--- config.mk ---
export PLATFORM = sky130hd
export DESIGN_NAME = rs_strobe_sequencer
export DESIGN_NICKNAME = d
export VERILOG_FILES = /design/src/rtl/rs_strobe_sequencer.sv
export SDC_FILE = /design/constraint.sdc
export NUM_CORES = 1
export LEC_CHECK = 0
export BUFFER_PORTS_ARGS = -buffer_cell sky130_fd_sc_hd__clkbuf_2
export CORE_ASPECT_RATIO = 0.6
export CORE_MARGIN = 4
export CORE_UTILIZATION = 43
export DETAILED_ROUTE_END_ITERATION = 10
export PLACE_DENSITY = 0.72
export SYNTH_ARGS = -nofsm -noshare
export SYNTH_HDL_FRONTEND = slang
export SYNTH_SLANG_ARGS = --single-unit
--- constraint.sdc ---
create_clock -name clk -period 4.6 [get_ports clk]
set_input_delay 0.92 -clock clk [delete_from_list [all_inputs] [get_ports clk]]
set_output_delay 0.92 -clock clk [all_outputs]
set_load 0.01 [all_outputs]
--- src/rtl/rs_strobe_sequencer.sv ---
`timescale 1ns/1ps
`default_nettype none
// ============================================================================
// rs_strobe_sequencer : turns hold/set/reset/toggle commands into timed R/S/enable strobes
//                       for an RS flip-flop and confirms the result by reading Q back.
// Revision: 1.0
// ============================================================================
module rs_strobe_sequencer #(
  parameter int SETUP_CYCLES = 1,
  parameter int PULSE_CYCLES = 2,
  parameter int HOLD_CYCLES  = 1
) (
  input  logic       clk,
  input  logic       reset,
  input  logic       cmd_valid,
  input  logic [1:0] cmd,
  output logic       cmd_ready,
  input  logic       q_in,
  output logic       R,
  output logic       S,
  output logic       enable,
  output logic       busy,
  output logic       done,
  output logic       err
);

  typedef enum logic [2:0] {
    IDLE   = 3'd0,
    SETUP  = 3'd1,
    STROBE = 3'd2,
    HOLD   = 3'd3,
    CHECK  = 3'd4
  } state_t;

  localparam logic [7:0] C_SETUP_LOAD = 8'(SETUP_CYCLES - 1);
  localparam logic [7:0] C_PULSE_LOAD = 8'(PULSE_CYCLES - 1);
  localparam logic [7:0] C_HOLD_LOAD  = 8'(HOLD_CYCLES - 1);

  state_t     r_state, w_state_nxt;
  logic [7:0] r_cnt, w_cnt_nxt;
  logic       r_lat_r, r_lat_s, r_exp;
  logic       w_lat_r_nxt, w_lat_s_nxt, w_exp_nxt;
  logic       w_accept, w_drive, w_done_nxt, w_err_nxt;

  assign cmd_ready = (r_state == IDLE) && !reset;
  assign busy      = (r_state != IDLE);
  assign w_accept  = cmd_valid && cmd_ready;

  always_comb begin
    w_state_nxt = r_state;
    w_cnt_nxt   = r_cnt;
    w_lat_r_nxt = r_lat_r;
    w_lat_s_nxt = r_lat_s;
    w_exp_nxt   = r_exp;
    w_done_nxt  = 1'b0;
    w_err_nxt   = err;
    case (r_state)
      IDLE: begin
        if (w_accept) begin
          w_state_nxt = SETUP;
          w_cnt_nxt   = C_SETUP_LOAD;
          // toggle drives the pair from the current Q so R and S stay exclusive
          case (cmd)
            2'b00: begin w_lat_r_nxt = 1'b0; w_lat_s_nxt = 1'b0;  w_exp_nxt = q_in;  end
            2'b01: begin w_lat_r_nxt = 1'b0; w_lat_s_nxt = 1'b1;  w_exp_nxt = 1'b1;  end
            2'b10: begin w_lat_r_nxt = 1'b1; w_lat_s_nxt = 1'b0;  w_exp_nxt = 1'b0;  end
            2'b11: begin w_lat_r_nxt = q_in; w_lat_s_nxt = ~q_in; w_exp_nxt = ~q_in; end
          endcase
        end
      end
      SETUP: begin
        if (r_cnt == 8'd0) begin
          w_state_nxt = STROBE;
          w_cnt_nxt   = C_PULSE_LOAD;
        end else begin
          w_cnt_nxt = r_cnt - 8'd1;
        end
      end
      STROBE: begin
        if (r_cnt == 8'd0) begin
          w_state_nxt = HOLD;
          w_cnt_nxt   = C_HOLD_LOAD;
        end else begin
          w_cnt_nxt = r_cnt - 8'd1;
        end
      end
      HOLD: begin
        if (r_cnt == 8'd0) begin
          w_state_nxt = CHECK;
        end else begin
          w_cnt_nxt = r_cnt - 8'd1;
        end
      end
      CHECK: begin
        w_state_nxt = IDLE;
        w_done_nxt  = 1'b1;
        w_err_nxt   = (q_in != r_exp);
      end
      default: w_state_nxt = IDLE;
    endcase
  end

  // outputs are registered from the next state so R/S only move on SETUP entry and HOLD exit
  assign w_drive = (w_state_nxt == SETUP) || (w_state_nxt == STROBE) || (w_state_nxt == HOLD);

  always_ff @(posedge clk) begin
    if (reset) begin
      r_state <= IDLE;
      r_cnt   <= 8'd0;
      r_lat_r <= 1'b0;
      r_lat_s <= 1'b0;
      r_exp   <= 1'b0;
      R       <= 1'b0;
      S       <= 1'b0;
      enable  <= 1'b0;
      done    <= 1'b0;
      err     <= 1'b0;
    end else begin
      r_state <= w_state_nxt;
      r_cnt   <= w_cnt_nxt;
      r_lat_r <= w_lat_r_nxt;
      r_lat_s <= w_lat_s_nxt;
      r_exp   <= w_exp_nxt;
      R       <= w_drive && w_lat_r_nxt;
      S       <= w_drive && w_lat_s_nxt;
      enable  <= (w_state_nxt == STROBE);
      done    <= w_done_nxt;
      err     <= w_err_nxt;
    end
  end

endmodule
`default_nettype wire

### Word-level counts from Yosys, hierarchy flattened

Index checks and enable logic that the tools add are counted.

* register bits: 19
* bits of input ports: 6
* logic and storage cells: 59
* output and inout port bits: 7

* mux-type cells: 18
* equal/unequal tests: 13
* reductions and logical operators: 16
* bitwise operators: 1
* $add $sub $neg: 1

Operators by type and width (number)
* $mux 8: 4
* $pmux 8 s4: 1
* $eq 3x2->1 const B: 4
* $mux 3: 4
* $pmux 3 s4: 1
* $logic_not 8->1: 1
* $sub 8x1->8 const B: 1
* $eq 3x1->1 const B: 2
* $pmux 1 s3: 2
* $mux 1: 5
* $eq 2x2->1 const B: 2
* $logic_and 1x1->1: 4
* $ne 2x2->1 const B: 2
* $pmux 1 s4: 1
* $reduce_bool 4->1: 1
* $reduce_or 2->1: 2
* $eq 3x3->1 const B: 1
* $logic_not 3->1: 1
* $reduce_and 3->1: 1
* $reduce_bool 3->1: 1
* $eq 2x1->1 const B: 1
* $logic_not 2->1: 1
* $logic_or 1x1->1: 2
* $reduce_and 2->1: 1
* other kinds (3): 3

### Depth between registers and ports, before layout

Gate-level depths: netlist of run 1.

* word-level depth: 9
* gate-level depth with buffers: 7

### Worst setup path before layout of run 1

No wires, ideal clock.

* kind: in2out
* start point: input reset
* end point: output cmd_ready
* data arrival time: 1673 ps
* path slack: 2007 ps
* required time: 3680 ps
* stages: 3
* cells stage by stage: clkbuf_1 > or4_1 > inv_1

* word-level cells in the longest chain between the ends: 2

Ends and longest elaborated chain
* start: declaration: line 14 `input logic reset,`
* $logic_not 1->1: line 45 `assign cmd_ready = (r_state == IDLE) && !reset;`
* $logic_and 1x1->1: line 45
* end: declaration: line 17 `output logic cmd_ready,`

No other way between the ends.

### Worst setup path after layout of run 1

Same ends and word-level chain as after synthesis.

==> results of run 1 <==
power breakdown:
group	leakage, uW	total (uW)	internal (uW)	switching (uW)
logic	0.000257	489	202	287
clock network	0.0000177	84.9	32.5	52.4
registers	0.000155	277	218	59.1
total	0.000429	851	453	398
stage by stage:
step | utilization (%) | hold WS [ns] | area [um^2] | setup slack [ns] | total power (uW)
2_1_floorplan | - | 0.445 | 941 | 2.01 | 657
3_3_place_gp | 51.9 | 0.456 | 1010 | 1.90 | 738
3_5_place_dp | 51.9 | 0.463 | 1010 | 1.87 | 757
4_1_cts | 53.3 | 0.479 | 1040 | 1.86 | 846
5_1_grt | 53.3 | 0.515 | 1040 | 1.82 | 926
6_report | 53.3 | 0.482 | 1040 | 1.85 | 851
path summary, 6_finish.rpt:
check / slack (ns) / to / cells past startpoint
hold / removal: 0.48 / r_cnt[7] / 2
setup / recovery: 1.85 / cmd_ready / 4
setup reg to reg: 2.45 / r_cnt[3] / 6
hold reg to reg: 0.48 / r_cnt[7] / 2
cells in the final DEF (no fill, tap or decap), types with 3 or more instances in the layout:
| cell | count |
|---|---|
| inv_1 | 7 |
| nand2b_1 | 5 |
| clkbuf_4 | 3 |
| a21oi_1 | 13 |
| o21ai_0 | 6 |
| dfxtp_1 | 19 |
| or4_1 | 7 |
| clkbuf_2 | 12 |
| nor2_1 | 10 |
| nor3_1 | 3 |
critical path: stages:
cell      delay (ns)
clkbuf_2        0.16
or4_1           0.49
inv_1           0.12
clkbuf_2        0.14
flip-flops by register name, summed over array words and instances, names as in the netlist:
register  flops
enable        1
r_state       3
done          1
r_lat_s       1
r_cnt         8
r_exp         1
r_lat_r       1
err           1
R             1
S             1
metal layers:
metal  up-vias  share of wire [%]  global-route usage [%]
met5         -                  0                       0
met4         0               0.68                    2.37
met3         4                7.3                    6.09
met2        40                 42                    21.4
met1       408                 50                    24.8
li1        440                  -                       -
cells by family after synthesis:
| group | count (synthesis) | synth area share [%] |
|---|---|---|
| compound gates | 35 | 23.5 |
| xor+xnor | 1 | 0.931 |
| fa+ha+maj | 1 | 1.33 |
| buf+inv | 13 | 5.32 |
| flops | 19 | 40.4 |
| simple gates | 43 | 28.5 |
layout make-up:
class	instances	area share (%)
inverters	7	2.53
repair buffers	12	5.78
multi-input cells	80	49.1
clock buffers	3	2.17
clock inverters	1	0.481
flip-flops and latches	19	36.6
well taps	28	3.37
==> results.md, run 1 <==
- Tot GR Track Use: 16.2%
- Post-synthesis sequential area ratio: ~40%
- Tmin final: between 2 and 3 ns
- Ys async rst share: 0%
- Sequential cell area: ~380 um^2
- Vias/cell: between 5 and 6
- HP Class: flip-flop to flip-flop
- Worst Path Required: around 3.7 ns
- Sink Count: 19
- Worst vdd ir: ~430 uV
- Worst-skew pair later-pin latency: about 0.3 ns
- Post-Layout Cell Count: 150
- Final setup fails: 0
- Status: finished clean
- Violation count after the first detailed-routing iteration: approximately 120
- H-tree level count: 1
- Net Count, Synth: around 120
- Synth area leader: dfxtp_1
- # placed instances: 146
- Hold_buf cts: 0
- Least-Margin Pin Slew: ~0.62 ns
- RD Place Congestion: 0.832
- Most numerous cell in the Yosys netlist: dfxtp_1
- Worst flop-to-flop path startpoint: r_cnt[0]
- Port Buffers: 12
- Largest net degree at the start of global routing: 17
- Area grow syn2layout: 10.5%
- Post-DR wirelength/cell: approximately 15 um
- CP Capture Type: output port
- First-pass GRT wire length: 3620 um
- Filler Cells Inserted: around 190
- Row Count: 12
- Clock Tree Root: clkbuf_4
- Warnings from Yosys: 0
- Detail Route Antenna Nets: 0
- Rel. slew slack: ~59%
- # diodes: 0
- DRC Markers: 0
- Initial core utilization: approximately half
- Max Clock Skew: ~0.0067 ns
- DR vias: 892
- Clk slew on worst S/H paths: between 0.1 and 0.15 ns
- Post-synth EDFFs: 0
- Initial antenna violation count: 0
- Share of layout cells above drive strength 1: 15.6%
- Cell variety after synth: 34
- IO Pins: 13
- WL final: roughly 2200 um
- Drt first pass iters: 4
- Core area: between 0.0015 and 0.002 mm^2
- Hold Path Origin: r_cnt[7]
- Mapped Cells: ~110
- Crit path kind: input port to output port
- Yosys reg bits: 19
- Crit path DAT: 1.83 ns
- GRT overflow: 0
- Max Slew Vio Count: 0
- Static Leak: 0.000429 uW
- Worst setup startpoint: reset
- Area of the multi-input gates: 510 um^2
- Yosys top cell area share: between 40 and 50%
- Synth cell count leaders: dfxtp_1, a21oi_1, nor2_1, inv_1, or4_1
- Peak Freq: between 0.3 and 0.4 GHz
- CTS tree: done
- Post-layout nets: 130
- Mean post-synth cell area: around 8.4 um^2
- Ys flop type: dfxtp_1
- Pwr dens: ~820 mW/mm^2
- Vias in the first global route: roughly 730
- Die Y: about 44 um
- Crit Path Max Fanout: 10
- Max Root-Sink Buffers: 2
- Synth Cell Area: 941 um^2
- Maximum Capacitance Violations: 0
- Hold Violations, Final: 0
- Part of the cycle the worst path needs: between 50% and 60%
- Crit path launch type: input port
- Post-CTS Resized: 0
- HPWL Detailed: between 1500 and 2000 um
- Die width: approximately 68 um
- TNS Setup: 0 ns
- Die area: between 0.003 and 0.004 mm^2
- RSZ-0062 raised after global routing: no
- Setup Buffers After CTS: 0
- Most area-consuming cells after synthesis: dfxtp_1, a21oi_1, or4_1, nor2_1, nand2b_1
- TritonCTS buffer count: 3
No activity file was read; power rests on OpenSTA's default activity.
==> run 2, diff against run 1 <==
PLACE_DENSITY = 0.74   (was 0.72)
clock period = 2.4 ns   (was 4.6 ns; I/O delays follow)
==> results.md, run 2 (synthesis results as in run 1) <==
- Post-CTS Resized: 0 (unchanged)
- Hold_ws: 0.469 ns (-0.0128 ns)
- M1 WL: 1100 um (-1.3%)
- Clock Tree Root: clkbuf_4
- Port Buffers: 12 (unchanged)
- Status: finished clean
- WL final: 2090 um (-5.5%)
- # placed instances: 146 (unchanged)
- Maximum Capacitance Violations: 0 (unchanged)
- Crit path DAT: 1.60 ns (-0.23 ns)
- Area grow syn2layout: 10.4%
- Detail Route Antenna Nets: 0 (unchanged)
- Core area: 0.00195 mm^2 (unchanged)
- Max reg flops: 8 (unchanged)
- Uppermost routed layer: met3
- DRC Markers: 0 (unchanged)
- DR vias: 866 (-2.9%)
- Violation count after the first detailed-routing iteration: 61 (-47%)
- Part of the cycle the worst path needs: just under 90%
- Max Slew Vio Count: 0 (unchanged)
- Vias/cell: 5.77 (-2.9%)
- Least-Margin Pin Slew: 0.531 ns (-0.0848 ns)
- # diodes: 0 (unchanged)
- Die width: 68.4 um (unchanged)
- Clk slew on worst S/H paths: 0.11 ns (about the same)
- RD Place Congestion: 0.825 (-0.83%)
- Worst Path Required: 1.92 ns (-1.76 ns)
- Post-layout nets: 130 (unchanged)
- Vias in the first global route: 806 (+10%)
- Worst Setup Slack, final: 0.316 ns (-1.53 ns)
- Met3 routed WL: 140 um (-13%)
- Worst path cell trace: or4_1 -> inv_1 -> clkbuf_2
- Post-DR wirelength/cell: 14.0 um (-5.5%)
- Final setup fails: 0 (unchanged)
- TNS Setup: 0 ns (unchanged)
- Hold_buf cts: 0 (unchanged)
- CP bufs+invs: 2 (-1)
- Worst-skew pair later-pin latency: 0.30 ns (about the same)
- Max stage delay on crit path: 0.63 ns (+0.14 ns)
- Share of layout cells above drive strength 1: 14.8% (-0.82 points)
- Die area: 0.00303 mm^2 (unchanged)
- Pwr dens: 1560 mW/mm^2 (+91%)
- Family with the most delay on the worst path: simple AND/OR/NAND/NOR gates
- Static Leak: 0.000426 uW (-0.64%)
- HPWL Detailed: 1570 um (-7.0%)
- HP Class: input port to flip-flop
- Initial core utilization: 48.2% (unchanged)
- IO Pins: 13 (unchanged)
- Hold Violations, Final: 0 (unchanged)
- Die Y: 44.2 um (unchanged)
- GRT overflow: 0 (unchanged)
- Pre-CTS WS: 0.429 ns (-1.44 ns)
- Commonest non-fill, non-tap cells in the layout: dfxtp_1, a21oi_1, clkbuf_2
- Largest net degree at the start of global routing: 17 (unchanged)
- Filler Cells Inserted: 190 (-2.1%)
- Met2 routed wirelength: 852 um (-7.4%)
- Post-Layout Cell Count: 150 (unchanged)
- Rel. slew slack: 64.1% (+5.5 points)
- RSZ-0062 raised after global routing: no
- Max Root-Sink Buffers: 2 (unchanged)
- Drt first pass iters: 4 (unchanged)
- Tot GR Track Use: 15.9% (-0.36 points)
- Initial antenna violation count: 0 (unchanged)
- Crit path kind: flip-flop to output port
- Peak Freq: approximately 0.48 GHz
- Commonest non-fill, non-tap cell in the layout: dfxtp_1
- Biggest regs: r_cnt x8, r_state x3
- TritonCTS buffer count: 3 (unchanged)
- Sink Count: 19 (unchanged)
- Finished Cell Area: 0.00104 mm^2 (-0.12%)
- Reg with most FFs: r_cnt
- First-pass GRT wire length: 3680 um (+1.7%)
- Crit path launch type: flip-flop
- Crit Path Max Fanout: 11 (+1)
- Setup Buffers After CTS: 0 (unchanged)
- CTS tree: done
- CP Capture Type: output port
- H-tree level count: 1 (unchanged)
- Tmin final: 2.08 ns
- CP max stage cell: or4_1
- Row Count: 12 (unchanged)
- Worst vdd ir: 723 uV (+69%)
- Max Clock Skew: 0.00638 ns (-0.000309 ns)
- Post-Place Cell Area: 0.00101 mm^2 (unchanged)
## run 2: cell count changes in the layout (fill, tap and decap cells not counted)
cell,change
clkbuf_1,+1
clkinv_2,-1
## run 2: where the power goes
group          switching [uW]  total, uW  internal (uW)
Combinational             535        923            388
Clock                     103        168           64.9
Sequential                114        532            418
## run 2: final cells by class
class	instances	area, um^2	share of cell area [%]
Multi-Input combinational cell	80	510	49.2
Inverter	7	26.3	2.53
Tap cell	28	35.0	3.37
Sequential cell	19	380	36.6
Clock buffer	4	26.3	2.53
Timing Repair Buffer	12	60.1	5.78
## run 2: metal layers
metal	up-vias	GRT usage (%)
met4	0	1.19
li1	443	-
met2	27	21.6
met1	396	24.0
met3	0	6.35
met5	-	0
## run 2: path summary, 6_finish.rpt
path	end	slack, ns	cells past startpoint	start
max	cmd_ready	0.32	3	r_state[1]
min	r_cnt[1]	0.47	2	reset
max reg2reg	r_cnt[6]	0.42	6	r_cnt[0]
min reg2reg	r_cnt[7]	0.49	2	r_cnt[7]
## run 2: per-stage QoR
| step | total power [uW] | utilization [%] |
|---|---|---|
| finish | 1620 | 53.2 |
| global route | 1790 | 53.2 |
| CTS | 1610 | 53.2 |
| detailed placement | 1440 | 51.9 |
| global placement | 1410 | 51.9 |
| floorplan | 1260 | - |
